===== src/rtl/cpu_pkg.sv =====
// Shared pipeline types for the forwarding / hazard controller:
// operand-mux select encodings, the stage record, and the forward-select helper.
package cpu_pkg;

    localparam logic [1:0] FWD_IDEX  = 2'b00;
    localparam logic [1:0] FWD_EXMEM = 2'b10;
    localparam logic [1:0] FWD_MEMWB = 2'b01;

    typedef struct packed {
        logic       valid;
        logic [4:0] rs1;
        logic [4:0] rs2;
        logic [4:0] rd;
        logic       regWrite;
        logic       memRead;
    } stage_rec_t;

    // A producer can forward only if it really writes a
    // non-zero register that the consumer reads.
    function automatic logic wr_hit(
        input stage_rec_t r,
        input logic [4:0] src
    );
        return r.valid && r.regWrite
            && (r.rd != 5'd0) && (r.rd == src);
    endfunction

    // EX/MEM is younger than MEM/WB, so it wins a double hit.
    function automatic logic [1:0] fwd_sel(
        input logic [4:0] src,
        input stage_rec_t ex,
        input stage_rec_t mem,
        input stage_rec_t wb
    );
        logic [1:0] sel;
        sel = FWD_IDEX;
        if (ex.valid) begin
            if (wr_hit(mem, src))
                sel = FWD_EXMEM;
            else if (wr_hit(wb, src))
                sel = FWD_MEMWB;
        end
        return sel;
    endfunction

endpackage


===== src/rtl/stage_record_reg.sv =====
// One pipeline stage record register with hold and bubble controls.
// Ports: clk_i, rst_i, hold_i (keep), bubble_i (load empty), d_i, q_o.
import cpu_pkg::*;

module stage_record_reg (
    input  logic       clk_i,
    input  logic       rst_i,
    input  logic       hold_i,
    input  logic       bubble_i,
    input  stage_rec_t d_i,
    output stage_rec_t q_o
);

    stage_rec_t rec_q;
    stage_rec_t rec_d;

    // Hold dominates bubble so a frozen pipe never loses a record.
    always_comb begin
        rec_d = rec_q;
        if (!hold_i)
            rec_d = bubble_i ? '0 : d_i;
    end

    always_ff @(posedge clk_i or posedge rst_i) begin
        if (rst_i)
            rec_q <= '0;
        else
            rec_q <= rec_d;
    end

    assign q_o = rec_q;

endmodule


===== src/rtl/forward_hazard_ctrl.sv =====
// Operand forwarding, load-use stall and memory-wait freeze control.
// Ports: ID regs/flags in, memReady_i, forward selects, stall/freeze, stallCount_o.
import cpu_pkg::*;

module forward_hazard_ctrl #(
    parameter int CNT_W = 16
) (
    input  logic             clk_i,
    input  logic             rst_i,
    input  logic [4:0]       rs1_i,
    input  logic [4:0]       rs2_i,
    input  logic [4:0]       rd_i,
    input  logic             valid_i,
    input  logic             regWrite_i,
    input  logic             memRead_i,
    input  logic             flush_i,
    input  logic             memReady_i,
    output logic [1:0]       forwardA_o,
    output logic [1:0]       forwardB_o,
    output logic             stall_o,
    output logic             freeze_o,
    output logic [CNT_W-1:0] stallCount_o
);

    stage_rec_t id_rec;
    stage_rec_t ex_q;
    stage_rec_t mem_q;
    stage_rec_t wb_q;

    logic freeze;
    logic ld_hit;
    logic load_use;
    logic ex_bubble;
    logic stall;

    logic [CNT_W-1:0] cnt_q;
    logic [CNT_W-1:0] cnt_d;

    assign id_rec = '{
        valid:    valid_i,
        rs1:      rs1_i,
        rs2:      rs2_i,
        rd:       rd_i,
        regWrite: regWrite_i,
        memRead:  memRead_i
    };

    assign freeze = mem_q.valid && mem_q.memRead
                 && !memReady_i;

    assign ld_hit = (ex_q.rd != 5'd0)
                 && ((ex_q.rd == rs1_i)
                  || (ex_q.rd == rs2_i));

    assign load_use = !freeze && valid_i
                   && ex_q.valid && ex_q.memRead
                   && ld_hit;

    // A taken branch kills the dependent, so no stall is needed.
    assign stall = freeze || (load_use && !flush_i);

    assign ex_bubble = load_use || flush_i;

    stage_record_reg u_ex (
        .clk_i    (clk_i),
        .rst_i    (rst_i),
        .hold_i   (freeze),
        .bubble_i (ex_bubble),
        .d_i      (id_rec),
        .q_o      (ex_q)
    );

    stage_record_reg u_mem (
        .clk_i    (clk_i),
        .rst_i    (rst_i),
        .hold_i   (freeze),
        .bubble_i (1'b0),
        .d_i      (ex_q),
        .q_o      (mem_q)
    );

    stage_record_reg u_wb (
        .clk_i    (clk_i),
        .rst_i    (rst_i),
        .hold_i   (freeze),
        .bubble_i (1'b0),
        .d_i      (mem_q),
        .q_o      (wb_q)
    );

    always_comb begin
        cnt_d = cnt_q;
        if (stall && (cnt_q != '1))
            cnt_d = cnt_q + CNT_W'(1);
    end

    always_ff @(posedge clk_i or posedge rst_i) begin
        if (rst_i)
            cnt_q <= '0;
        else
            cnt_q <= cnt_d;
    end

    assign forwardA_o   = fwd_sel(ex_q.rs1, ex_q, mem_q, wb_q);
    assign forwardB_o   = fwd_sel(ex_q.rs2, ex_q, mem_q, wb_q);
    assign stall_o      = stall;
    assign freeze_o     = freeze;
    assign stallCount_o = cnt_q;

endmodule


===== config.mk =====
export PLATFORM = sky130hd
export DESIGN_NAME = forward_hazard_ctrl
export DESIGN_NICKNAME = d
export VERILOG_FILES = /design/src/rtl/cpu_pkg.sv /design/src/rtl/stage_record_reg.sv /design/src/rtl/forward_hazard_ctrl.sv
export SDC_FILE = /design/constraint.sdc
export NUM_CORES = 1
export LEC_CHECK = 0
export CORE_UTILIZATION = 55
export CTS_CLUSTER_SIZE = 16
export DETAILED_ROUTE_END_ITERATION = 16
export GPL_TIMING_DRIVEN = 0
export MAX_ROUTING_LAYER = met4
export PLACE_DENSITY = 0.93
export SLEW_MARGIN = 20
export SYNTH_ARGS = -nofsm -noshare
export SYNTH_HDL_FRONTEND = slang
export SYNTH_SLANG_ARGS = --single-unit

===== constraint.sdc =====
create_clock -name clk_i -period 6.8 [get_ports clk_i]
set_input_delay 2.04 -clock clk_i [delete_from_list [all_inputs] [get_ports clk_i]]
set_output_delay 2.04 -clock clk_i [all_outputs]
set_load 0.01 [all_outputs]

==> metrics <==
nature of the critical path startpoint primary input; Detailed Route Iter0 Violations 81; YS warnings 0; Worst Clk Skew about 0.009 ns; Final Max Tran Viols 0; Clock Tree Buf Depth 2; Final period util 96.0%; Final Power 618 uW; clock tree from TritonCTS done; Max Cap Viol 0; Inserted Clock Buffers 5; Residual DRC 0; P&R area growth vs syn 25.3%; fin util 73.3%; R2R Setup Slk approximately 4.6 ns; grt total ovfl 0; Synth cell types 33; DRT Wirelength 5000 um; Core ar. 4090 um2; Crit Path Class primary input to output port; crit path max fanout 10; Initial DRT Pass Iterations 4; share of cells above drive strength 1 5.53%; clk_lat worst skew 0.30 ns; port bufs 43; Final Hold Fails 0; Clk pin slew, worst setup/hold paths 0.09 ns; Inst Count DP 295; critical-path cell list clkdlybuf4s50_1, nand3b_1, inv_2, clkbuf_1, clkbuf_1, clkdlybuf4s50_1; Rows 23; Mean Syn Cell Area 11.9 um2; starting density of the core between 50% and 60%; Setup crit end kind output port; RSZ-0062 raised after global routing false; DR WL/cell around 17 um; CTS Sinks a little under 50; clk root buf clkbuf_8; Leak roughly 0.0014 uW; EDFF count, synth 0; VDD IR max 0.216 mV; H-tree levels 2; setup TNS 0 ns; Resized cells post-CTS 0; final setup vio count 0; largest net degree at the start of global routing 29; run status finished clean; Syn Inst Count 201; WP data required 4.76 ns; Largest stage delay, worst path about 0.64 ns; syn_nets 224; Rel. slew slack 59.1%; GPL Wtd Cong slightly below 0.9; ant diodes 0; number of vias per cell around 5.7; Detail Placement HPWL 3750 um; Final nets 275; HP Class flip-flop to flip-flop; first-pass GRT wire length 7990 um; Setup Fix Bufs, Post-CTS 0; die height slightly below 70 um; GRT Overall Usage roughly a quarter; Die W 67.9 um; sequential area share after synthesis about half; CP max stage cell clkdlybuf4s50_1; Worst-Margin Slew roughly 0.61 ns; Post-Syn Area ~2400 um2; synthesized flop and latch total 49; Tmin final roughly 6.5 ns; die area approximately 4600 um2; FMAX 153 MHz; IO Pins 44; asr flop ratio synth 100%; DRT antenna net count 0; vias in the first global route 1,671; Post-CTS Hold Buffers 0; Synth Flop Type dfrtp_1; Pwr per Cell Area between 200 and 250 nW/um2; non-filler cells, final 303; worst endpoint data arrival time 4.49 ns; initial antenna violation count 0; routed vias between 1,500 and 2,000
layer usage:
| metal | wire (um) | global-route usage [%] | vias to the layer above |
|---|---|---|---|
| li1 | - | - | 827 |
| met1 | 2350 | 34.5 | 849 |
| met2 | 2380 | 35.8 | 55 |
| met3 | 207 | 5.33 | 6 |
| met4 | 59 | 8.59 | 0 |
| met5 | 0 | - | - |
placed cells by master (no fill, tap or decap), types with 2 or more instances in the layout:
cell type        synthesis  final
a22o_1                  18     18
and2_1                   3      3
and3_1                   7      7
clkbuf_1                 3      5
clkbuf_8                 0      5
clkdlybuf4s50_1          0     43
dfrtp_1                 49     49
inv_1                    4      3
inv_2                    1      2
mux2_1                  14     14
nand2_1                  6      6
nand2b_1                 3      3
nand3_1                 14     14
nand4_1                  3      3
nor2_1                   7      7
nor3_1                   4      4
nor4_1                   3      3
or4_1                    4      4
xnor2_1                 19     19
xor2_1                  24     24
flip-flops by register name (all words and copies together), names as in the netlist:
register,count
stallCount_o,16
u_ex.q_o,18
u_mem.q_o,8
u_wb.q_o,7
synthesized netlist by cell type, drive strengths merged (4+ instances only):
library cell  instances  area share [%]
mux2                 14             6.6
dfrtp                49              51
nor3                  5             1.5
xor2                 24             8.8
and3                  7             1.8
nand3                14             2.9
nand2                 6            0.94
nor2                  7             1.1
a22o                 18             6.6
xnor2                19             7.0
inv                   5            0.79
or4                   4             1.3
worst paths after layout:
kind                        startpoint          endpoint  depth (start not counted)
max                         memReady_i          freeze_o                          6
min                        u_wb.q_o[1]       u_wb.q_o[1]                          1
max reg2reg                u_ex.q_o[2]   stallCount_o[6]                          7
min reg2reg                u_wb.q_o[1]       u_wb.q_o[1]                          1
max in group asynchronous        rst_i       u_ex.q_o[3]                          3
min in group asynchronous        rst_i  stallCount_o[13]                          2
layout make-up:
cell class	instances	area, um2
Multi-Input combinational cell	142	1110
Tap cell	50	62.6
Fill cell	293	1090
Inverter	5	18.8
Sequential cell	49	1230
Clock inverter	1	7.51
Clock buffer	7	76.3
Buffer	5	30.0
Timing Repair Buffer	44	458
where the power goes:
group	switching, uW	internal (uW)
Clock	94.8	72.9
Sequential	30.7	314
Combinational	43.8	61.9
Total	169	449
metrics by stage:
stage / setup WS [ns] / cell area [um2] / hold slack (ns)
4_1_cts: 0.298 / 2990 / 0.495
5_1_grt: 0.121 / 2990 / 0.521
3_5_place_dp: 0.333 / 2910 / 0.475
2_1_floorplan: 1.66 / 2390 / 0.459
6_report: 0.274 / 2990 / 0.493
3_3_place_gp: 0.392 / 2880 / 0.474
kinds of logic after synthesis:
group | count (synthesis) | synth area share, %
XOR/XNOR | 43 | 15.8
adder cells (fa/ha/maj) | 1 | 0.523
multiplexers | 15 | 7.02
AND/OR/NAND/NOR | 59 | 14.2
buffers and inverters | 10 | 2.04
AO/OA/AOI/OAI | 24 | 9.11
flip-flops | 49 | 51.3
critical path: cells and delay by family:
kind / cells / cell delay, ns
and+or+nand+nor: 1 / 0.37
buffers and inverters: 5 / 2.07
(Power assumes the default switching activity.)
